File: src/rtl/pipe_pkg.sv
// Shared definitions for the fetch stage: pcsource encoding, bubble word,
// and the fetch FSM state type.
package pipe_pkg;
  // pcsource encoding driven by the ID-stage control unit
  localparam logic [1:0] PCS_PC4 = 2'b00;
  localparam logic [1:0] PCS_BR  = 2'b01;
  localparam logic [1:0] PCS_JR  = 2'b10;
  localparam logic [1:0] PCS_J   = 2'b11;

  // Bubble placed in IF/ID (sll $0,$0,0)
  localparam logic [31:0] INST_NOP = 32'h0000_0000;

  // RUN:   normal fetch
  // REDIR: taken transfer parked while the delay-slot fetch waits on memory
  typedef enum logic {
    RUN   = 1'b0,
    REDIR = 1'b1
  } fetch_state_t;
endpackage

File: src/rtl/pipe_fetch_if.sv
// Signal bundle between the fetch stage, the ID stage and instruction memory.
//   pcsource/wpcir/bpc/da/jpc : control and targets from ID
//   imem_rdata/imem_ready     : instruction memory response for pc
//   pc                        : fetch address to instruction memory
//   dpc4/dinst                : IF/ID register contents
// master = fetch stage, slave = ID stage + instruction memory.
interface pipe_fetch_if;
  logic [1:0]  pcsource;
  logic        wpcir;
  logic [31:0] bpc;
  logic [31:0] da;
  logic [31:0] jpc;
  logic [31:0] imem_rdata;
  logic        imem_ready;
  logic [31:0] pc;
  logic [31:0] dpc4;
  logic [31:0] dinst;

  modport master (
    input  pcsource, wpcir, bpc, da, jpc, imem_rdata, imem_ready,
    output pc, dpc4, dinst
  );

  modport slave (
    output pcsource, wpcir, bpc, da, jpc, imem_rdata, imem_ready,
    input  pc, dpc4, dinst
  );
endinterface

File: src/rtl/pipe_npc_mux.sv
// Combinational next-PC select with the pc+4 adder.
//   i_pc       : current fetch address
//   i_pcsource : select (pc+4 / bpc / da / jpc)
//   i_bpc/i_da/i_jpc : candidate targets
//   o_pc4      : pc+4 (modulo 2^32)
//   o_npc      : selected next PC
module pipe_npc_mux
  import pipe_pkg::*;
(
  input  logic [31:0] i_pc,
  input  logic [1:0]  i_pcsource,
  input  logic [31:0] i_bpc,
  input  logic [31:0] i_da,
  input  logic [31:0] i_jpc,
  output logic [31:0] o_pc4,
  output logic [31:0] o_npc
);
  assign o_pc4 = i_pc + 32'd4;

  always_comb begin
    o_npc = o_pc4;
    case (i_pcsource)
      PCS_PC4: o_npc = o_pc4;
      PCS_BR:  o_npc = i_bpc;
      PCS_JR:  o_npc = i_da;
      PCS_J:   o_npc = i_jpc;
    endcase
  end
endmodule

File: src/rtl/pipe_fetch.sv
// Instruction-fetch stage plus IF/ID pipeline register.
// Holds the PC, selects the next PC from ID's pcsource, and absorbs
// instruction-memory wait states without losing a pending transfer.
// Ports:
//   clock : rising-edge clock
//   reset : synchronous, active-high
//   bus   : pipe_fetch_if.master (ID control/targets, imem, pc, IF/ID)
// Parameter RESET_PC: pc after reset.
// Build option PIPE_FETCH_FLUSH_EN: when defined, taken transfers have no
// delay slot (IF/ID is bubbled, pc jumps at once) and the REDIR state and
// redir register are not built.
module pipe_fetch
  import pipe_pkg::*;
#(
  parameter logic [31:0] RESET_PC = 32'h0000_0000
) (
  input  logic         clock,
  input  logic         reset,
  pipe_fetch_if.master bus
);
  logic [31:0] r_pc;
  logic [31:0] r_dpc4;
  logic [31:0] r_dinst;
  logic [31:0] w_pc4;
  logic [31:0] w_npc;
  logic        w_taken;

  pipe_npc_mux u_npc (
    .i_pc       (r_pc),
    .i_pcsource (bus.pcsource),
    .i_bpc      (bus.bpc),
    .i_da       (bus.da),
    .i_jpc      (bus.jpc),
    .o_pc4      (w_pc4),
    .o_npc      (w_npc)
  );

  assign w_taken = bus.wpcir && (bus.pcsource != PCS_PC4);

`ifdef PIPE_FETCH_FLUSH_EN
  // No delay slot: a taken transfer kills whatever was being fetched.
  always_ff @(posedge clock) begin
    if (reset) begin
      r_pc    <= RESET_PC;
      r_dpc4  <= 32'h0;
      r_dinst <= INST_NOP;
    end else if (bus.wpcir) begin
      if (w_taken) begin
        r_dinst <= INST_NOP;
        r_dpc4  <= 32'h0;
        r_pc    <= w_npc;
      end else if (bus.imem_ready) begin
        r_dinst <= bus.imem_rdata;
        r_dpc4  <= w_pc4;
        r_pc    <= w_pc4;
      end else begin
        r_dinst <= INST_NOP;
        r_dpc4  <= 32'h0;
      end
    end
  end
`else
  fetch_state_t r_state;
  fetch_state_t w_state_nxt;
  logic [31:0]  r_redir;

  always_ff @(posedge clock) begin
    if (reset) r_state <= RUN;
    else       r_state <= w_state_nxt;
  end

  // Park in REDIR only when a transfer is taken while the delay-slot word
  // has not yet arrived; leave as soon as that word is captured.
  always_comb begin
    w_state_nxt = r_state;
    if (bus.wpcir) begin
      case (r_state)
        RUN:   if (!bus.imem_ready && w_taken) w_state_nxt = REDIR;
        REDIR: if (bus.imem_ready)             w_state_nxt = RUN;
      endcase
    end
  end

  always_ff @(posedge clock) begin
    if (reset) begin
      r_pc    <= RESET_PC;
      r_dpc4  <= 32'h0;
      r_dinst <= INST_NOP;
      r_redir <= 32'h0;
    end else if (bus.wpcir) begin
      case (r_state)
        RUN: begin
          if (bus.imem_ready) begin
            r_dinst <= bus.imem_rdata;
            r_dpc4  <= w_pc4;
            r_pc    <= w_npc;
          end else begin
            r_dinst <= INST_NOP;
            r_dpc4  <= 32'h0;
            if (w_taken) r_redir <= w_npc;
          end
        end
        REDIR: begin
          // pcsource is ignored here: ID is holding a bubble.
          if (bus.imem_ready) begin
            r_dinst <= bus.imem_rdata;
            r_dpc4  <= w_pc4;
            r_pc    <= r_redir;
          end else begin
            r_dinst <= INST_NOP;
          end
        end
      endcase
    end
  end
`endif

  assign bus.pc    = r_pc;
  assign bus.dpc4  = r_dpc4;
  assign bus.dinst = r_dinst;
endmodule

File: src/flat_wrapper.sv
// flat-port wrapper written by rule: the top's interface ports become plain ports
module pipe_fetch_flat import pipe_pkg::*;
#(
  parameter logic [31:0] RESET_PC = 32'h0000_0000
)
  (clock, reset, bus_pcsource, bus_wpcir, bus_bpc, bus_da, bus_jpc, bus_imem_rdata, bus_imem_ready, bus_pc, bus_dpc4, bus_dinst);
  pipe_fetch_if bus_i ();
  input  logic clock;
  input  logic reset;
  input wire logic [$bits(bus_i.pcsource)-1:0] bus_pcsource;
  input wire logic [$bits(bus_i.wpcir)-1:0] bus_wpcir;
  input wire logic [$bits(bus_i.bpc)-1:0] bus_bpc;
  input wire logic [$bits(bus_i.da)-1:0] bus_da;
  input wire logic [$bits(bus_i.jpc)-1:0] bus_jpc;
  input wire logic [$bits(bus_i.imem_rdata)-1:0] bus_imem_rdata;
  input wire logic [$bits(bus_i.imem_ready)-1:0] bus_imem_ready;
  output wire logic [$bits(bus_i.pc)-1:0] bus_pc;
  output wire logic [$bits(bus_i.dpc4)-1:0] bus_dpc4;
  output wire logic [$bits(bus_i.dinst)-1:0] bus_dinst;
  assign bus_i.pcsource = bus_pcsource;
  assign bus_i.wpcir = bus_wpcir;
  assign bus_i.bpc = bus_bpc;
  assign bus_i.da = bus_da;
  assign bus_i.jpc = bus_jpc;
  assign bus_i.imem_rdata = bus_imem_rdata;
  assign bus_i.imem_ready = bus_imem_ready;
  assign bus_pc = bus_i.pc;
  assign bus_dpc4 = bus_i.dpc4;
  assign bus_dinst = bus_i.dinst;
  pipe_fetch #(.RESET_PC(RESET_PC)) u_core (.clock(clock), .reset(reset), .bus(bus_i));
endmodule
File: config.mk
export PLATFORM = sky130hd
export DESIGN_NAME = pipe_fetch_flat
export DESIGN_NICKNAME = d
export VERILOG_FILES = /design/src/rtl/pipe_pkg.sv /design/src/rtl/pipe_fetch_if.sv /design/src/rtl/pipe_npc_mux.sv /design/src/rtl/pipe_fetch.sv /design/src/flat_wrapper.sv
export SDC_FILE = /design/constraint.sdc
export NUM_CORES = 1
export LEC_CHECK = 0
export ABC_AREA = 1
export BUFFER_PORTS_ARGS = -buffer_cell sky130_fd_sc_hd__buf_2
export CELL_PAD_IN_SITES_DETAIL_PLACEMENT = 1
export CELL_PAD_IN_SITES_GLOBAL_PLACEMENT = 1
export CORE_AREA = 2 2 140 142
export CTS_CLUSTER_SIZE = 40
export DETAILED_ROUTE_END_ITERATION = 8
export DIE_AREA = 0 0 142 144
export GPL_TIMING_DRIVEN = 0
export HOLD_SLACK_MARGIN = 0.1
export PLACE_DENSITY_LB_ADDON = 0.1
export SYNTH_ARGS = -nofsm -noshare
export SYNTH_HDL_FRONTEND = slang
export SYNTH_SLANG_ARGS = --single-unit
File: constraint.sdc
create_clock -name clock -period 1.9 [get_ports clock]
set_input_delay 0.095 -clock clock [delete_from_list [all_inputs] [get_ports clock]]
set_output_delay 0.095 -clock clock [all_outputs]
set_load 0.005 [all_outputs]
==> run metrics <==
DP HPWL=20.3 mm; Pwr Total=7.24 mW; fraction of layout cells with a size suffix above 1=26.2%; Pleak=4.42 nW; DRC Markers=0; Finished Layout Cells=1491; Peak Freq=540 MHz; most frequent cells in the layout=319 x nand2_1, 240 x buf_2, 115 x dfxtp_1, 92 x a21oi_1, 73 x nand3_1; Worst Setup Path Type=flip-flop to flip-flop; final hold violations=0; Synth cell types=31; wirelength, routed=27.7 mm; R2R depth=5; diode count=0; CTS Sinks=129; Max Slew Vio Count=0; Reg clk slew, reported paths=0.07 ns; number of global-route vias before repair=7763; largest net degree at the start of global routing=17; register area share after synthesis=41.1%; Tot GR Track Use=27.1%; Max clock buf depth=2; Initial Utilization=33.0%; die area=0.0204 sq mm; Mapped Cells=918; Worst Hold Path Cells=5; status=complete, no violations; Detail Route Antenna Nets=0; most common cell after layout, fill and taps aside=nand2_1; worst-margin pin slew=0.793 ns; gpl congestion=0.844; Power Dens Cells=789 mW/mm^2; I/O pin count=230; Nets=1375; WHS Endpoint=u_core.r_redir[10]; normalized max-slew margin=47.1%; fin crit period=1.85 ns; Starting DRT DRC Count=254; Syn. warnings=0; Worst path slowest cell=clkbuf_1; Max rail drop VDD=0.000635 V; max_cap viols=0; Final setup viols=0; placed insts=1385; CTS H-tree depth=4; asr flop ratio synth=0%; post-DR wirelength/cell=18.6 um; initial antenna violation count=0; dpl ws=-0.205 ns; Via Count=7512; vias per inst=5.04; Area growth syn-to-layout=46.0%; CP Cell Sequence=clkbuf_1, clkbuf_1, a21oi_1, nand2_1, nand2_1; final setup TNS=0 ns; Die Span X=142 um; startpoint types=flip-flop; RSZ-0062 raised after global routing=yes; cell area after synthesis=0.00629 sq mm; Synth Area per Inst=6.85 sq um; Synth Register Bits=129; worst reg2reg setup slack=0.05 ns; # rows=51; CP peak stage delay=0.66 ns; number of buffers created by CTS=17; Core ar.=0.0191 sq mm; reg-to-reg startpoint=u_core.r_state; top_reg_cell synth=dfxtp_1; first-pass GRT wire length=42.1 mm; Synth Net Count=1053; period utilization=97.5%; Worst EP required=2.22 ns; Skew-Pair Late Insertion Delay=0.43 ns; worst hold path type=input port to flip-flop; skew final=0.0108 ns; IO Port Bufs=229; first drt pass iteration count=4; Min Hold Slack=0.107 ns; setup ws final=0.0484 ns; CTS tree=built; largest fanout on the critical path=10; clk root buf=clkbuf_16; global route overflow=0; die height=144 um; Worst R2R End=u_core.bus.pc[15]; Worst EP arrival=2.18 ns; start point of the worst hold path=bus_jpc[10]; EDFF count, synth=0; critical path capture point type=flip-flop
[power by group]
part | switching (mW) | internal, mW
combinational | 0.630 | 0.476
sequential | 0.116 | 2.83
clock | 1.45 | 1.74
total | 2.20 | 5.05
[how the worst max path moves through the flow]
stage	start	to	slack [ns]	cells past startpoint
6_report	u_core.r_state	u_core.bus.pc[15]	0.05	5
5_1_grt	u_core.bus.pc[12]	u_core.bus.pc[19]	-0.07	11
4_1_cts	bus_wpcir	u_core.bus.dpc4[2]	0.02	8
3_5_place_dp	u_core.bus.pc[3]	u_core.bus.pc[16]	-0.21	10
3_3_place_gp	u_core.bus.pc[2]	u_core.bus.pc[16]	-0.23	10
2_1_floorplan	u_core.bus.pc[3]	u_core.bus.pc[22]	0.35	12
[logic make-up after synthesis]
group,share of synthesized area [%]
compound gates,18.2
xor+xnor,2.09
fa+ha+maj,0.199
buf+inv,7.66
flops,41.1
simple gates,30.8
[repair_timing]
action,in CTS,in global routing
endpoints found under the hold margin,81,0
setup endpoints to repair,29,56
pin swaps,1,7
setup buffers,0,4
resized for setup,12,40
hold buffers,70,0
[flip-flops by register name (all words and copies together) (netlist names)]
register,count
u_core.r_redir,32
u_core.bus.pc,32
u_core.bus.dinst,32
u_core.r_state,1
u_core.bus.dpc4,32
[worst max-delay path: cells and delay by family, from the launching register on]
kind,cells,cell delay (ns)
AOI/OAI and AO/OA,1,0.17
DFF,1,0.33
buffers and inverters,2,1.08
and+or+nand+nor,2,0.17
[per-layer routing]
metal  vias to the layer above  GRT usage, %  part of all wire, %
met5                         -             0                    0
met4                         0          8.00                  1.8
met3                        36          5.56                  4.8
met2                       192          48.6                   51
met1                      3603          32.7                   43
li1                       3681             -                    -
[metrics by stage]
stage | util, % | instance area (sq um)
floorplan | - | 6290
global placement | 40.5 | 7730
detailed placement | 40.5 | 7730
CTS | 47.4 | 9050
global route | 48.1 | 9180
finish | 48.1 | 9180
[Yosys cell counts (7+ instances only)]
| cell | number | area share [%] |
|---|---|---|
| inv_1 | 72 | 4.3 |
| xor2_1 | 11 | 1.5 |
| nor2_1 | 54 | 3.2 |
| a22o_1 | 10 | 1.4 |
| clkbuf_1 | 34 | 2.0 |
| a32o_1 | 34 | 5.4 |
| dfxtp_1 | 129 | 41 |
| o211ai_1 | 7 | 0.84 |
| nand3_1 | 74 | 5.9 |
| buf_1 | 7 | 0.42 |
| nand2_1 | 322 | 19 |
| buf_2 | 10 | 0.80 |
| a21oi_1 | 92 | 7.3 |
| o21ai_0 | 22 | 1.8 |
[cell type report]
class / count / area, sq um
plain buffers: 51 / 215
repair buffers: 303 / 1890
multi-input cells: 664 / 3330
inverters: 74 / 278
well taps: 238 / 298
flip-flops and latches: 129 / 2610
fillers: 2522 / 9900
clock buffers: 17 / 425
clock inverters: 15 / 141
(Power assumes the default switching activity.)
